`src/rtl/bus_drive_arbiter.sv`:
```
// Bus drive arbiter: grants one requester at a time ownership of the shared
// result/tag bus, producing one-hot tri-state drive enables. Ownership rotates
// round-robin. An owner is preempted after MAX_HOLD cycles when another
// requester is waiting. At least TURN_CYC all-disabled cycles separate any
// release from the next grant, so two drivers never overlap on the bus.
//
// Ports:
//   clk, rst_n   rising-edge clock, asynchronous active-low reset
//   req          level request per requester
//   last         final-beat flag; only the current owner's bit is used
//   drive_en     one-hot/zero tri-state buffer enables (registered)
//   owner_id     index of the current or most recent owner (registered)
//   bus_busy     high while a requester owns the bus or during turnaround
//   grant_pulse  one-hot pulse during the first owned cycle
module bus_drive_arbiter #(
  parameter int unsigned NUM_REQ  = 4,
  parameter int unsigned ID_W     = 2,
  parameter int unsigned MAX_HOLD = 8,
  parameter int unsigned TURN_CYC = 1
) (
  input  logic               clk,
  input  logic               rst_n,
  input  logic [NUM_REQ-1:0] req,
  input  logic [NUM_REQ-1:0] last,
  output logic [NUM_REQ-1:0] drive_en,
  output logic [ID_W-1:0]    owner_id,
  output logic               bus_busy,
  output logic [NUM_REQ-1:0] grant_pulse
);

  localparam int unsigned PTR_W  = (NUM_REQ > 1) ? $clog2(NUM_REQ) : 1;
  localparam int unsigned HOLD_W = $clog2(MAX_HOLD + 1);
  localparam int unsigned TURN_W = (TURN_CYC > 1) ? $clog2(TURN_CYC) : 1;

  typedef enum logic [1:0] {
    S_IDLE,
    S_OWNED,
    S_TURN
  } state_t;

  state_t             state_q, state_d;
  logic [PTR_W-1:0]   rr_ptr_q, rr_ptr_d;
  logic [PTR_W-1:0]   owner_q, owner_d;
  logic [HOLD_W-1:0]  hold_cnt_q, hold_cnt_d;
  logic [TURN_W-1:0]  turn_cnt_q, turn_cnt_d;
  logic [NUM_REQ-1:0] drive_en_d, grant_pulse_d;
  logic [ID_W-1:0]    owner_id_d;
  logic               bus_busy_d;

  logic               sel_found;
  logic [PTR_W-1:0]   sel_idx;
  logic [PTR_W-1:0]   cand;
  logic               competitor;
  logic               rel_now;
  logic               grant;

  // Round-robin pick: first requesting index at or after rr_ptr, wrapping.
  always_comb begin
    sel_found = 1'b0;
    sel_idx   = '0;
    cand      = '0;
    for (int unsigned k = 0; k < NUM_REQ; k++) begin
      cand = PTR_W'((32'(rr_ptr_q) + k) % NUM_REQ);
      if (!sel_found && req[cand]) begin
        sel_found = 1'b1;
        sel_idx   = cand;
      end
    end
  end

  // Release conditions for the current owner; last and hold expiry collapse
  // into one release because they share this single flag.
  always_comb begin
    competitor = |(req & ~(NUM_REQ'(1) << owner_q));
    rel_now    = !req[owner_q] || last[owner_q] ||
                 ((hold_cnt_q == HOLD_W'(MAX_HOLD)) && competitor);
  end

  // State register and registered outputs.
  always_ff @(posedge clk or negedge rst_n) begin
    if (!rst_n) begin
      state_q     <= S_IDLE;
      rr_ptr_q    <= '0;
      owner_q     <= '0;
      hold_cnt_q  <= '0;
      turn_cnt_q  <= '0;
      drive_en    <= '0;
      grant_pulse <= '0;
      owner_id    <= '0;
      bus_busy    <= 1'b0;
    end else begin
      state_q     <= state_d;
      rr_ptr_q    <= rr_ptr_d;
      owner_q     <= owner_d;
      hold_cnt_q  <= hold_cnt_d;
      turn_cnt_q  <= turn_cnt_d;
      drive_en    <= drive_en_d;
      grant_pulse <= grant_pulse_d;
      owner_id    <= owner_id_d;
      bus_busy    <= bus_busy_d;
    end
  end

  // Next-state and next-output logic.
  always_comb begin
    state_d       = state_q;
    rr_ptr_d      = rr_ptr_q;
    owner_d       = owner_q;
    hold_cnt_d    = hold_cnt_q;
    turn_cnt_d    = turn_cnt_q;
    drive_en_d    = drive_en;
    grant_pulse_d = '0;
    owner_id_d    = owner_id;
    bus_busy_d    = bus_busy;
    grant         = 1'b0;

    case (state_q)
      S_IDLE: begin
        grant = sel_found;
      end
      S_OWNED: begin
        if (rel_now) begin
          state_d    = S_TURN;
          drive_en_d = '0;
          // Previous owner drops to lowest priority for the next pick.
          rr_ptr_d   = (32'(owner_q) == NUM_REQ - 1) ? '0 : owner_q + PTR_W'(1);
          turn_cnt_d = TURN_W'(TURN_CYC - 1);
        end else if (hold_cnt_q != HOLD_W'(MAX_HOLD)) begin
          hold_cnt_d = hold_cnt_q + HOLD_W'(1);
        end
      end
      S_TURN: begin
        if (turn_cnt_q != '0) begin
          turn_cnt_d = turn_cnt_q - TURN_W'(1);
        end else if (sel_found) begin
          grant = 1'b1;
        end else begin
          state_d    = S_IDLE;
          bus_busy_d = 1'b0;
        end
      end
      default: begin
        state_d = S_IDLE;
      end
    endcase

    if (grant) begin
      state_d       = S_OWNED;
      owner_d       = sel_idx;
      drive_en_d    = NUM_REQ'(1) << sel_idx;
      grant_pulse_d = NUM_REQ'(1) << sel_idx;
      owner_id_d    = ID_W'(sel_idx);
      bus_busy_d    = 1'b1;
      hold_cnt_d    = HOLD_W'(1);
    end
  end

endmodule
```
`config.mk`:
```
export PLATFORM = sky130hd
export DESIGN_NAME = bus_drive_arbiter
export DESIGN_NICKNAME = d
export VERILOG_FILES = /design/src/rtl/bus_drive_arbiter.sv
export SDC_FILE = /design/constraint.sdc
export NUM_CORES = 1
export LEC_CHECK = 0
export CAP_MARGIN = 20
export CORE_MARGIN = 2
export CORE_UTILIZATION = 45
export CTS_CLUSTER_DIAMETER = 50
export CTS_CLUSTER_SIZE = 14
export DETAILED_ROUTE_END_ITERATION = 7
export GPL_ROUTABILITY_DRIVEN = 0
export PLACE_DENSITY = 0.69
export SYNTH_ARGS = -nofsm -noshare
export SYNTH_HDL_FRONTEND = slang
export SYNTH_SLANG_ARGS = --single-unit
```
`constraint.sdc`:
```
create_clock -name clk -period 3.4 [get_ports clk]
set_clock_uncertainty 0.05 [all_clocks]
set_input_delay 0.68 -clock clk [delete_from_list [all_inputs] [get_ports clk]]
set_output_delay 0.68 -clock clk [all_outputs]
set_load 0.03 [all_outputs]
```
==> run metrics <==
status=finished clean; synth unique cells=30; met3 usage=0.0514; actual slew at the worst max-slew pin=0.813 ns; hold buffers post-CTS=0; fin crit share=0.720; Synth Cell Area=1050 um^2; DP Worst Slack=0.660 ns; flip-flop and latch area=475 um^2; fin nets=144; Max-Cap Viols=0; ys flop type=dfrtp_1; Total GRT Usage=0.188; root buf cell=clkbuf_4; Fmax=408 MHz; Post-Layout Cell Count=155; Resize count post-CTS=0; kind of critical path=primary input to flip-flop; Critical Path RT=3.53 ns; wire length per cell=13.5 um; Final Max Slew Viols=0; vias in the first global route=908; CP endpoint kind=flip-flop; Seq/Total Area, Yosys=0.452; # IOs=21; worst-path fanout max=8; Routed WL=2100 um; Worst path max stage delay=0.54 ns; P&R area growth vs syn=24.6%; Final Util=0.593; first-pass GRT wire length=3780 um; global routing's busiest layer=met2; synthesis-stage register bit count=19; grt met1 use=0.201; Worst Path Arrival=2.58 ns; PwrDens=818 nW/um^2; unrepaired setup endpoints after global routing=no; main area contributors after synthesis=dfrtp_1, ha_1, nor2b_1; Hold Path Cell Cnt=1; flop-to-flop setup slack=1.36 ns; CTS tree=built; Detailed Routing Iterations Pass 1=4; area of the multi-input gates=554 um^2; Skew-Pair Late Insertion Delay=0.29 ns; postcts setup bufs=0; largest net degree at the start of global routing=20; Hold Path End=hold_cnt_q[3]; post-synth top area share=0.452; layout cells sized above 1=0.0866; CP startpoint kind=primary input; Reg2Reg Launch Point=owner_q[1]; Yosys warnings=0; H-Tree Level Count=1; GRT met2 Usage=0.363; Synth async-reset ratio=1.00; Worst-path clk slew=0.11 ns; Setup TNS=0 ns; CTS max path bufs=2; Leakage=0.585 nW; final hold violation count=0; Mapped Cells=104; clock sink total=19; core area=2210 um^2; placement row count=17; Cell Chain, Critical Path=clkdlybuf4s50_1 -> nor2b_1 -> mux4_2 -> a21oi_4 -> mux2_1; antenna violations before repair=0; Synth area leader=dfrtp_1; Die Y-Extent=52.4 um; Post-Syn Area per Cell=10.1 um^2; Reg2Reg Depth=4; worst flop-to-flop path endpoint=rr_ptr_q[1]; worst hold path startpoint=hold_cnt_q[3]; critical path's slowest cell=mux4_2; routed via count=842; setup ws final=0.952 ns; dpl cells=151; DRT antenna net count=0; Port Buf Inserts=20; EDFF count, synth=0; Final HPWL DP=1660 um; number of setup violations in the final report=0; peak supply drop=535 uV; GRT Residual Overflow=0; die area=2740 um^2; Die W=52.4 um; ANT cells=0; relative slew slack=0.456; 1st-iter DRT viols=9; vias per cell=5.43; syn nets=120; starting density of the core=0.476; HP Class=flip-flop to flip-flop; # DRC=0; Layout fillers=211; Tmin final=2.45 ns; cts bufs inserted=3
[synthesized netlist by cell type, types with 2 or more instances]
master	instances
o21ai_0	7
and2b_1	2
inv_1	5
or2b_1	2
nor2b_1	10
nand2_1	10
ha_1	6
nor2_1	9
nand3_1	3
mux2_1	2
o22ai_1	5
a21oi_1	2
dfrtp_1	19
mux2i_1	2
mux4_2	2
or2_2	2
nand2b_1	3
[logic make-up (layout without fill, tap and decap cells)]
| kind of cell | Yosys count | after routing | synth area share |
|---|---|---|---|
| buffers and inverters | 6 | 29 | 0.0214 |
| AOI/OAI and AO/OA | 21 | 21 | 0.142 |
| muxes | 6 | 6 | 0.0832 |
| and+or+nand+nor | 46 | 46 | 0.231 |
| adders and majority gates | 6 | 6 | 0.0713 |
| DFF | 19 | 19 | 0.452 |
[worst max-delay path by stage]
stage	to	from	slack, ns
3_5_place_dp	rr_ptr_q[0]	req[0]	0.66
4_1_cts	rr_ptr_q[1]	req[3]	0.98
2_1_floorplan	rr_ptr_q[0]	req[0]	1.34
3_3_place_gp	rr_ptr_q[1]	req[1]	0.67
6_report	rr_ptr_q[1]	req[3]	0.95
5_1_grt	rr_ptr_q[1]	req[3]	0.88
[per-layer routing]
layer / routed length, um / vias up
li1: - / 407
met1: 866 / 422
met2: 1160 / 11
met3: 60 / 2
met4: 12 / 0
met5: 0 / -
[state kept, by name (all words and copies together) (netlist names)]
| register | cells |
|---|---|
| bus_busy | 1 |
| grant_pulse | 4 |
| rr_ptr_q | 2 |
| hold_cnt_q | 4 |
| owner_q | 2 |
| state_q | 2 |
| drive_en | 4 |
[per-stage QoR]
| step | hold slack (ns) | cell area (um^2) | power (W) |
|---|---|---|---|
| CTS | 0.427 | 1310 | 0.00109 |
| global placement | 0.412 | 1280 | 0.000959 |
| detailed placement | 0.411 | 1280 | 0.000974 |
| finish | 0.425 | 1310 | 0.00107 |
| global route | 0.446 | 1310 | 0.00117 |
| floorplan | 0.334 | 1050 | 0.000763 |
[report_power, final]
group	switching [W]	internal, W	total [W]
sequential	0.0000704	0.000316	0.000387
combinational	0.000338	0.000237	0.000575
clock	0.0000678	0.0000438	0.000112
total	0.000476	0.000597	0.00107
[area by class of cell]
class / count / share of cell area
inverter: 5 / 0.0143
tap: 28 / 0.0267
timing repair buffer: 20 / 0.153
clock inverter: 1 / 0.00382
clock buffer: 3 / 0.0172
sequential: 19 / 0.363
multi-input combinational: 79 / 0.423
[worst max-delay path, delay by kind of cell]
kind | cells | cell delay (ns)
AOI/OAI and AO/OA | 1 | 0.28
buffers and inverters | 1 | 0.53
muxes | 2 | 0.89
and+or+nand+nor | 1 | 0.19
[cell usage in the layout, fill, tap and decap left out, types with 2 or more instances in the layout]
master           instances
mux4_2                   2
a21oi_1                  2
inv_1                    5
nor2b_1                 10
nor2_1                   9
nand2_1                 10
o22ai_1                  5
o21ai_0                  7
and2b_1                  2
ha_1                     6
clkdlybuf4s50_1         20
mux2_1                   2
dfrtp_1                 19
or2b_1                   2
clkbuf_4                 3
or2_2                    2
nand3_1                  3
nand2b_1                 3
mux2i_1                  2
Note: power is estimated with default switching activity, not from simulation.
